$ cat src/rtl/tile_arb_pkg.sv
// Shared types and default sizes for the tile memory arbiter.
// Optional statistics counter is enabled by defining ARB_STAT_EN (see tile_mem_arbiter).
package tile_arb_pkg;

    localparam int unsigned AW         = 10;
    localparam int unsigned DW         = 8;
    localparam int unsigned ARB_FDEPTH = 4;
    localparam int unsigned STAT_W     = 16;

    typedef logic [AW-1:0] tile_addr_t;
    typedef logic [DW-1:0] tile_data_t;

    typedef struct packed {
        tile_addr_t addr;
        tile_data_t data;
    } wr_req_t;

    typedef enum logic [1:0] {
        IDLE,
        ARB,
        DATA,
        ACK
    } gl_rd_state_t;

    typedef enum logic [1:0] {
        GNT_NONE,
        GNT_VGA,
        GNT_WR,
        GNT_RD
    } grant_t;

endpackage

$ cat src/rtl/arb_wr_fifo.sv
// Game write buffer: FDEPTH-entry FIFO of address/data pairs, synchronous active-high reset.
module arb_wr_fifo
    import tile_arb_pkg::*;
#(
    parameter int unsigned FDEPTH = ARB_FDEPTH
) (
    input  logic                      clk,
    input  logic                      reset,
    input  logic                      push,
    input  wr_req_t                   push_data,
    input  logic                      pop,
    output wr_req_t                   head,
    output logic                      full,
    output logic                      empty,
    output logic [$clog2(FDEPTH):0]   lvl
);

    localparam int unsigned PW = $clog2(FDEPTH);
    localparam int unsigned LW = PW + 1;

    wr_req_t         store [FDEPTH];
    logic [PW-1:0]   wr_ptr;
    logic [PW-1:0]   rd_ptr;
    logic [LW-1:0]   cnt;
    logic            do_push;
    logic            do_pop;

    // Full is taken from the registered count, so a same-cycle pop never frees a slot.
    assign full    = (cnt == LW'(FDEPTH));
    assign empty   = (cnt == LW'(0));
    assign do_push = push && !full;
    assign do_pop  = pop && !empty;
    assign head    = store[rd_ptr];
    assign lvl     = cnt;

    always_ff @(posedge clk) begin
        if (reset) begin
            wr_ptr <= '0;
            rd_ptr <= '0;
            cnt    <= '0;
        end else begin
            if (do_push) begin
                wr_ptr <= wr_ptr + PW'(1);
            end
            if (do_pop) begin
                rd_ptr <= rd_ptr + PW'(1);
            end
            case ({do_push, do_pop})
                2'b10:   cnt <= cnt + LW'(1);
                2'b01:   cnt <= cnt - LW'(1);
                default: cnt <= cnt;
            endcase
        end
    end

    // Payload storage needs no reset; the pointers define what is valid.
    always_ff @(posedge clk) begin
        if (do_push) begin
            store[wr_ptr] <= push_data;
        end
    end

endmodule

$ cat src/rtl/tile_mem_arbiter.sv
// Arbitrates the single-port tile RAM between VGA reads, buffered game writes and game reads.
// Define ARB_STAT_EN to build the saturating game-stall counter on stall_cnt.
module tile_mem_arbiter
    import tile_arb_pkg::*;
#(
    parameter int unsigned FDEPTH = ARB_FDEPTH
) (
    input  logic                      clk,
    input  logic                      reset,
    input  logic                      vga_rd_req,
    input  tile_addr_t                vga_rd_addr,
    output tile_data_t                vga_rd_data,
    output logic                      vga_rd_vld,
    input  logic                      gl_wr_valid,
    output logic                      gl_wr_ready,
    input  tile_addr_t                gl_wr_addr,
    input  tile_data_t                gl_wr_data,
    input  logic                      gl_rd_req,
    input  tile_addr_t                gl_rd_addr,
    output logic                      gl_rd_ack,
    output tile_data_t                gl_rd_data,
    output logic                      mem_en,
    output logic                      mem_we,
    output tile_addr_t                mem_addr,
    output tile_data_t                mem_wdata,
    input  tile_data_t                mem_rdata,
    output logic [$clog2(FDEPTH):0]   fifo_lvl,
    output logic [STAT_W-1:0]         stall_cnt
);

    gl_rd_state_t state;
    grant_t       grant;
    wr_req_t      fifo_head;
    wr_req_t      fifo_in;
    logic         fifo_full;
    logic         fifo_empty;
    logic         fifo_push;
    logic         fifo_pop;
    logic         vga_pend;

    assign fifo_in.addr = gl_wr_addr;
    assign fifo_in.data = gl_wr_data;
    assign gl_wr_ready  = !fifo_full && !reset;
    assign fifo_push    = gl_wr_valid && gl_wr_ready;
    assign fifo_pop     = (grant == GNT_WR);

    arb_wr_fifo #(
        .FDEPTH    (FDEPTH)
    ) u_wr_fifo (
        .clk       (clk),
        .reset     (reset),
        .push      (fifo_push),
        .push_data (fifo_in),
        .pop       (fifo_pop),
        .head      (fifo_head),
        .full      (fifo_full),
        .empty     (fifo_empty),
        .lvl       (fifo_lvl)
    );

    // Fixed priority; game reads wait for an empty FIFO so they observe earlier writes.
    always_comb begin
        grant = GNT_NONE;
        if (reset) begin
            grant = GNT_NONE;
        end else if (vga_rd_req) begin
            grant = GNT_VGA;
        end else if (!fifo_empty) begin
            grant = GNT_WR;
        end else if (state == ARB) begin
            grant = GNT_RD;
        end
    end

    always_comb begin
        mem_en    = 1'b0;
        mem_we    = 1'b0;
        mem_addr  = '0;
        mem_wdata = '0;
        case (grant)
            GNT_VGA: begin
                mem_en   = 1'b1;
                mem_addr = vga_rd_addr;
            end
            GNT_WR: begin
                mem_en    = 1'b1;
                mem_we    = 1'b1;
                mem_addr  = fifo_head.addr;
                mem_wdata = fifo_head.data;
            end
            GNT_RD: begin
                mem_en   = 1'b1;
                mem_addr = gl_rd_addr;
            end
            default: ;
        endcase
    end

    // VGA return pipe and game read FSM; RAM data arrives one cycle after the grant.
    always_ff @(posedge clk) begin
        if (reset) begin
            state       <= IDLE;
            vga_pend    <= 1'b0;
            vga_rd_vld  <= 1'b0;
            vga_rd_data <= '0;
            gl_rd_ack   <= 1'b0;
            gl_rd_data  <= '0;
        end else begin
            vga_pend   <= (grant == GNT_VGA);
            vga_rd_vld <= vga_pend;
            if (vga_pend) begin
                vga_rd_data <= mem_rdata;
            end
            gl_rd_ack <= 1'b0;
            case (state)
                IDLE: begin
                    if (gl_rd_req) begin
                        state <= ARB;
                    end
                end
                ARB: begin
                    if (grant == GNT_RD) begin
                        state <= DATA;
                    end
                end
                DATA: begin
                    gl_rd_data <= mem_rdata;
                    gl_rd_ack  <= 1'b1;
                    state      <= ACK;
                end
                ACK: begin
                    state <= IDLE;
                end
                default: state <= IDLE;
            endcase
        end
    end

`ifdef ARB_STAT_EN
    logic [STAT_W-1:0] stall_q;
    logic              stalled;

    // A cycle counts as stalled when VGA holds the RAM while game traffic is waiting.
    assign stalled = (grant == GNT_VGA) && (!fifo_empty || (state == ARB));

    always_ff @(posedge clk) begin
        if (reset) begin
            stall_q <= '0;
        end else if (stalled && (stall_q != {STAT_W{1'b1}})) begin
            stall_q <= stall_q + STAT_W'(1);
        end
    end

    assign stall_cnt = stall_q;
`else
    assign stall_cnt = '0;
`endif

endmodule

$ cat config.mk
export PLATFORM = sky130hd
export DESIGN_NAME = tile_mem_arbiter
export DESIGN_NICKNAME = d
export VERILOG_FILES = /design/src/rtl/tile_arb_pkg.sv /design/src/rtl/arb_wr_fifo.sv /design/src/rtl/tile_mem_arbiter.sv
export SDC_FILE = /design/constraint.sdc
export NUM_CORES = 1
export LEC_CHECK = 0
export BUFFER_PORTS_ARGS = -buffer_cell sky130_fd_sc_hd__buf_4
export CAP_MARGIN = 25
export CORE_AREA = 2 2 96 98
export CTS_CLUSTER_DIAMETER = 150
export DETAILED_ROUTE_END_ITERATION = 6
export DIE_AREA = 0 0 98 100
export PLACE_DENSITY_LB_ADDON = 0.05
export REMOVE_ABC_BUFFERS = 1
export SLEW_MARGIN = 20
export SYNTH_ARGS = -nofsm -noshare
export SYNTH_HDL_FRONTEND = slang
export SYNTH_SLANG_ARGS = --single-unit
$ cat constraint.sdc
create_clock -name clk -period 3.02 [get_ports clk]
set_clock_uncertainty 0.15 [all_clocks]
set_input_delay 0.604 -clock clk [delete_from_list [all_inputs] [get_ports clk]]
set_output_delay 0.604 -clock clk [all_outputs]
set_load 0.005 [all_outputs]
Yosys cells after proc, flatten, opt, wreduce, memory -nomap -nowiden
Memories as Yosys holds them, arrays and structs flattened. A register that Yosys moved wholly into a read port is not among the register bits.
Index checks and enable logic that the tools add are counted.
W data, S select, Z words.
- flip-flop bits (word level): 28
- memory bits (writable): 72
- input port bits: 51
- output and inout bits: 58
- logic and storage cells: 54
- memories kept: 1
- memory list (name ; depth ; bits a word ; rd ports ; clocked after Yosys merged registers in ; wr ports ; RTL line ; RTL):
    u_wr_fifo.store ; 4 ; 18 ; 1 ; 1 ; 1 ; arb_wr_fifo.sv:21 ; wr_req_t store [FDEPTH];
- add/sub/neg operators: 4
- equal/unequal tests: 11
- muxes and demuxes: 17
- reductions and logical operators: 12
- operators by type and width (kind ; number):
    $pmux W10 S3 ; 1
    $mux W2 ; 8
    $eq A2 B2 Y1 const B ; 5
    $mux W8 ; 1
    $pmux W2 S4 ; 1
    $eq A2 B1 Y1 const B ; 3
    $pmux W3 S2 ; 1
    $mux W1 ; 5
    $add A2 B1 Y2 const B ; 2
    $logic_and A1 B1 Y1 ; 4
    $add A3 B1 Y3 const B ; 1
    $eq A3 B3 Y1 const B ; 1
    $logic_not A1 Y1 ; 3
    $logic_not A3 Y1 ; 1
    $reduce_or A3 Y1 ; 1
    $sub A3 B1 Y3 const B ; 1
    $logic_not A2 Y1 ; 1
    $ne A2 B1 Y1 const B ; 1
    $ne A2 B2 Y1 const B ; 1
    $reduce_and A2 Y1 ; 1
    $reduce_bool A2 Y1 ; 1

Longest topological paths before layout
- depth after elaboration: 9
- mapped depth: 9
- gate-level depth less buffers: 9

Hierarchy
From an unflattened synthesis, not the netlist that was laid out.
- cell total of the unflattened synthesis: 296
- area, all modules: 4357.9 µm²
- by module, submodules not included (module ; times used ; cells an instance ; area each (µm²) ; seq. area each (µm²)):
    arb_wr_fifo ; 1 ; 148 ; 3114.2 ; 2342.2
    tile_mem_arbiter ; 1 ; 148 ; 1243.7 ; 420.4

Least setup slack after synthesis
OpenSTA, ideal clock, no wires.
- kind: in2reg
- start point: input reset
- end point: register u_wr_fifo.cnt[2] (netlist: u_wr_fifo.lvl[2])
- setup time: 0.070 ns
- arrival: 2.153 ns
- required time: 2.800 ns
- setup slack: 0.646 ns
- stages on the path: 8
- path buffers: 0
- cell sequence: or2_2 > nor2_1 > ha_1 > inv_1 > fa_1 > xor2_1 > or3_1 > a21oi_1
- elaborated cells between the ends (all ways): 11
- those cells by class: 3 x eq/ne; 2 x mux; 6 x reduce/logical
- RTL lines (item ; RTL line ; RTL):
    start, declared ; tile_mem_arbiter.sv:9 ; input logic reset,
    $mux W2 * ; tile_mem_arbiter.sv:64 ; if (reset) begin
    $eq A2 B2 Y1 * ; tile_mem_arbiter.sv:45 ; assign fifo_pop = (grant == GNT_WR);
    $logic_and A1 B1 Y1 * ; arb_wr_fifo.sv:32 ; assign do_pop = pop && !empty;
    named net u_wr_fifo.do_pop ; arb_wr_fifo.sv:26 ; logic do_pop;
    $eq A2 B1 Y1 or $eq A2 B2 Y1 (tied branches) ; arb_wr_fifo.sv:48 ; case ({do_push, do_pop})
    $pmux W3 S2 or $reduce_bool A2 Y1 (tied branches) ; - ;
    end signal, assigned ; arb_wr_fifo.sv:49 ; 2'b10: cnt <= cnt + LW'(1);
    end signal, assigned ; arb_wr_fifo.sv:50 ; 2'b01: cnt <= cnt - LW'(1);
    end signal, assigned ; arb_wr_fifo.sv:51 ; default: cnt <= cnt;
    end, declared ; arb_wr_fifo.sv:24 ; logic [LW-1:0] cnt;
Mark *: on every way through the listed nets, which the timed path passes. The rest lies on a longest branch.
A chain may end at the register's enable or synchronous reset.

==> metrics.log <==
[metrics] outcome: finished, final reports clean
[metrics] total vias in the final route: 2516
[metrics] total clock sinks: 102
[metrics] Clock Tree Root: sky130_fd_sc_hd__clkbuf_8
[metrics] power density normalized to cell area: 565.9 nW/um2
[metrics] number of library cell types mapped by synthesis: 34
[metrics] hold slack: 0.2933 ns
[metrics] final critical-path required period: 2.843 ns
[metrics] number of antenna violations at the first check in global routing: 0
[metrics] aggregate global-route resource usage: 15.84%
[metrics] register share of total power: 54.4%
[metrics] switching part of the total power: 26.39%
[metrics] portion of the clock cycle consumed by the worst path in the final layout: 94.14%
[metrics] kind of path behind the tightest hold check: in2reg
[metrics] setup repair after global routing missed its margin: no
[metrics] share of synthesized registers carrying an async set or reset: 0%
[metrics] routed wire length per instance: 15.95 um
[metrics] initial core utilization: 48.54%
[metrics] Net count, final: 439
[metrics] Final Non-Filler Cells: 495
[metrics] number of buffers added on ports: 92
[metrics] portion of total power attributed to the clock network: 26.8%
[metrics] 1st-iter DRT viols: 80
[metrics] P_int: 2.209 mW
[metrics] yosys synthesis warning count: 0
[metrics] worst-margin pin slew: 0.6125 ns
[metrics] maximum count of clock buffers along a single path: 2
[metrics] total wire length after detailed routing: 7894 um
[metrics] final setup vio count: 0
[metrics] number of rows created at floorplan: 35
[metrics] CTS HTree Levels: 3
[metrics] CP arrival: 2.09 ns
[metrics] Peak supply drop: 0.3253 mV
[metrics] post-cts repair resize count: 0
[metrics] startpoint of the worst register-to-register path: u_wr_fifo.lvl[0]
[metrics] post-CTS clock slew at the launch and capture registers of the worst setup and hold paths: 0.10 ns
[metrics] TritonCTS clock tree: built
[metrics] number of ports placed on the die boundary: 109
[metrics] area of the core: 8890 um2
[metrics] horizontal extent of the die: 98 um
[metrics] final weighted congestion of routability-driven global placement: 0.6654
[metrics] maximum fanout along the worst path: 18
[metrics] number of synthesized flops with an enable pin: 72
[metrics] number of cells after detailed placement: 479
[metrics] via count of the first global-routing pass: 2383
[metrics] Main synth FF type: sky130_fd_sc_hd__edfxtp_1
[metrics] Inserted Clock Buffers: 9
[metrics] latest clock arrival within the worst-skew pair: 0.35 ns
[metrics] max-slew violation count: 0
[metrics] synthesized flop and latch total: 102
[metrics] synth-to-layout area growth: 22.88%
[metrics] first-pass GRT wire length: 11940 um
[metrics] highest clock frequency the design can meet: 0.3518 GHz
[metrics] top post-synthesis cells by area: sky130_fd_sc_hd__edfxtp_1 (50%), sky130_fd_sc_hd__dfxtp_1 (14%), sky130_fd_sc_hd__mux4_1 (9.7%), sky130_fd_sc_hd__mux2i_1 (4.4%), sky130_fd_sc_hd__buf_4 (2.8%)
[metrics] share of the yosys chip area belonging to registers: 64.02%
[metrics] proportion of power drawn by combinational gates: 18.8%
[metrics] Power Total: 3.001 mW
[metrics] type of origin of the critical path: register
[metrics] netlist area before placement: 4315 um2
[metrics] synthesized instance count: 278
[metrics] synthesized area per cell: 15.52 um2
[metrics] cts-stage hold buffer count: 0
[metrics] die span in y: 100 um
[metrics] max cap viols: 0
[metrics] internal reg-to-reg setup slack: 0.74 ns
[metrics] Critical Path RT: 2.27 ns
[metrics] DRC viols: 0
[metrics] worst setup path class: reg2out
[metrics] fraction of layout instances using a drive strength above 1: 33.59%
[metrics] first-pass detailed-route iteration total: 4
[metrics] met2 capacity usage during global routing: 26.92%
[metrics] buffers inserted by post-CTS timing repair: 0
[metrics] setup TNS after final layout: 0 ns
[metrics] number of nets with antenna violations after routing: 0
[metrics] portion of synthesized cell area occupied by the leading cell type: 50.10%
[metrics] number of vias per cell after detailed routing: 5.083
[metrics] startpoint of the tightest hold check path: gl_wr_data[4]
[metrics] Static Leak: 2.137 nW
[metrics] antenna diode count: 0
[metrics] pin count of the biggest net entering global routing: 20
[metrics] area of the die: 9800 um2
[metrics] switching power of the nets: 0.7920 mW
[metrics] met1 demand-to-capacity share in global routing: 20.18%
[metrics] most crowded layer after global routing: met2
[metrics] Max-slew headroom: 59.11%
[metrics] cell accounting for the most synthesized area: sky130_fd_sc_hd__edfxtp_1
[metrics] GR Layer Usage met3: 4.039%
[metrics] placed wire-length estimate: 5222 um
[metrics] Critical Path End Type: primary output
[metrics] final hold viol count: 0
[metrics] final global-route overflow total: 0
==> worst max-delay path: stages (launching register included) <==
cell                      delay (ns)
sky130_fd_sc_hd__dfxtp_1        0.37
sky130_fd_sc_hd__buf_12         0.19
sky130_fd_sc_hd__mux4_1         0.58
sky130_fd_sc_hd__and3_1         0.20
sky130_fd_sc_hd__a221o_1        0.25
sky130_fd_sc_hd__buf_4          0.13
==> kinds of logic after synthesis <==
| kind of cell | synth area share (%) |
|---|---|
| AO/OA/AOI/OAI | 4.088 |
| flip-flops | 64.02 |
| adder cells (fa/ha/maj) | 2.784 |
| XOR/XNOR | 0.4060 |
| other | 0.08690 |
| multiplexers | 15.45 |
| buffers and inverters | 5.567 |
| AND/OR/NAND/NOR | 7.596 |
==> synth_stat cells, drive strengths merged (2+ instances only) <==
library cell and n:
and2 4, inv 10, o21ai 2, buf 21, nor2 25, clkbuf 10
or2 2, nor2b 3, mux2i 19, ha 8, dfxtp 30, and3 19
xor2 2, nand2 4, mux4 18, nor3b 2, a221o 10, edfxtp 72
a21oi 5, or3 3
==> registers in the layout, summed over array words and instances (netlist names), named ones only <==
signal	count
gl_rd_ack	1
gl_rd_data	8
state	2
u_wr_fifo.lvl	3
u_wr_fifo.rd_ptr	2
u_wr_fifo.store	72
u_wr_fifo.wr_ptr	2
vga_pend	1
vga_rd_data	8
vga_rd_vld	1
==> area by class of cell <==
class / instances / area (um2)
clock inverter: 7 / 62.56
fill: 708 / 3587
multi-input combinational: 150 / 1369
timing repair buffer: 106 / 808.3
inverter: 10 / 37.54
tap: 111 / 138.9
clock buffer: 9 / 123.9
sequential: 102 / 2763
==> layout by cell type, fill, tap and decap left out, types with 2 or more instances in the layout <==
cell type                    synthesis  final
sky130_fd_sc_hd__buf_4              16    105
sky130_fd_sc_hd__edfxtp_1           72     72
sky130_fd_sc_hd__dfxtp_1            30     30
sky130_fd_sc_hd__nor2_1             25     25
sky130_fd_sc_hd__and3_1             19     19
sky130_fd_sc_hd__mux2i_1            19     19
sky130_fd_sc_hd__mux4_1             16     16
sky130_fd_sc_hd__conb_1              1     16
sky130_fd_sc_hd__inv_1              10     10
sky130_fd_sc_hd__a221o_1            10     10
sky130_fd_sc_hd__clkbuf_8            0      9
sky130_fd_sc_hd__ha_1                8      8
sky130_fd_sc_hd__a21oi_1             5      5
sky130_fd_sc_hd__and2_1              4      4
sky130_fd_sc_hd__nand2_1             4      4
sky130_fd_sc_hd__nor2b_1             3      3
sky130_fd_sc_hd__or3_1               3      3
sky130_fd_sc_hd__inv_8               0      3
sky130_fd_sc_hd__or2_2               2      2
sky130_fd_sc_hd__mux4_2              2      2
sky130_fd_sc_hd__nor3b_1             2      2
sky130_fd_sc_hd__xor2_1              2      2
sky130_fd_sc_hd__o21ai_0             2      2
sky130_fd_sc_hd__clkinvlp_4          0      2
==> path summary, 6_finish.rpt <==
path / cells after the start / endpoint
worst max-delay path: 5 / mem_addr[4]
worst min-delay path: 1 / u_wr_fifo.store[2][4]
worst max register to register: 9 / u_wr_fifo.lvl[2]
worst min register to register: 1 / u_wr_fifo.rd_ptr[1]
==> layer usage <==
metal  up-vias  part of all wire [%]
li1       1222                     -
met1      1213                    43
met2        74                    51
met3         7                   5.2
met4         0                  0.99
met5         -                     0
==> power by group through the flow <==
stage | registers [mW] | logic (mW) | clock network, mW
final | 1.63 | 0.563 | 0.804
after floorplan | 1.67 | 0.302 | 0
after CTS | 1.64 | 0.574 | 0.829
after global placement | 1.66 | 0.569 | 0
after global routing | 1.65 | 0.625 | 0.883
after detailed placement | 1.67 | 0.573 | 0
==> per-stage QoR <==
stage               instance area [um2]  utilization (%)  setup slack, ns
global route                       5303            59.65          0.08003
floorplan                          4169                -           0.4386
CTS                                5303            59.65           0.1363
global placement                   5116            57.55           0.3940
detailed placement                 5116            57.55           0.3498
finish                             5303            59.65           0.1771
Power figures use the tool's default switching activity.
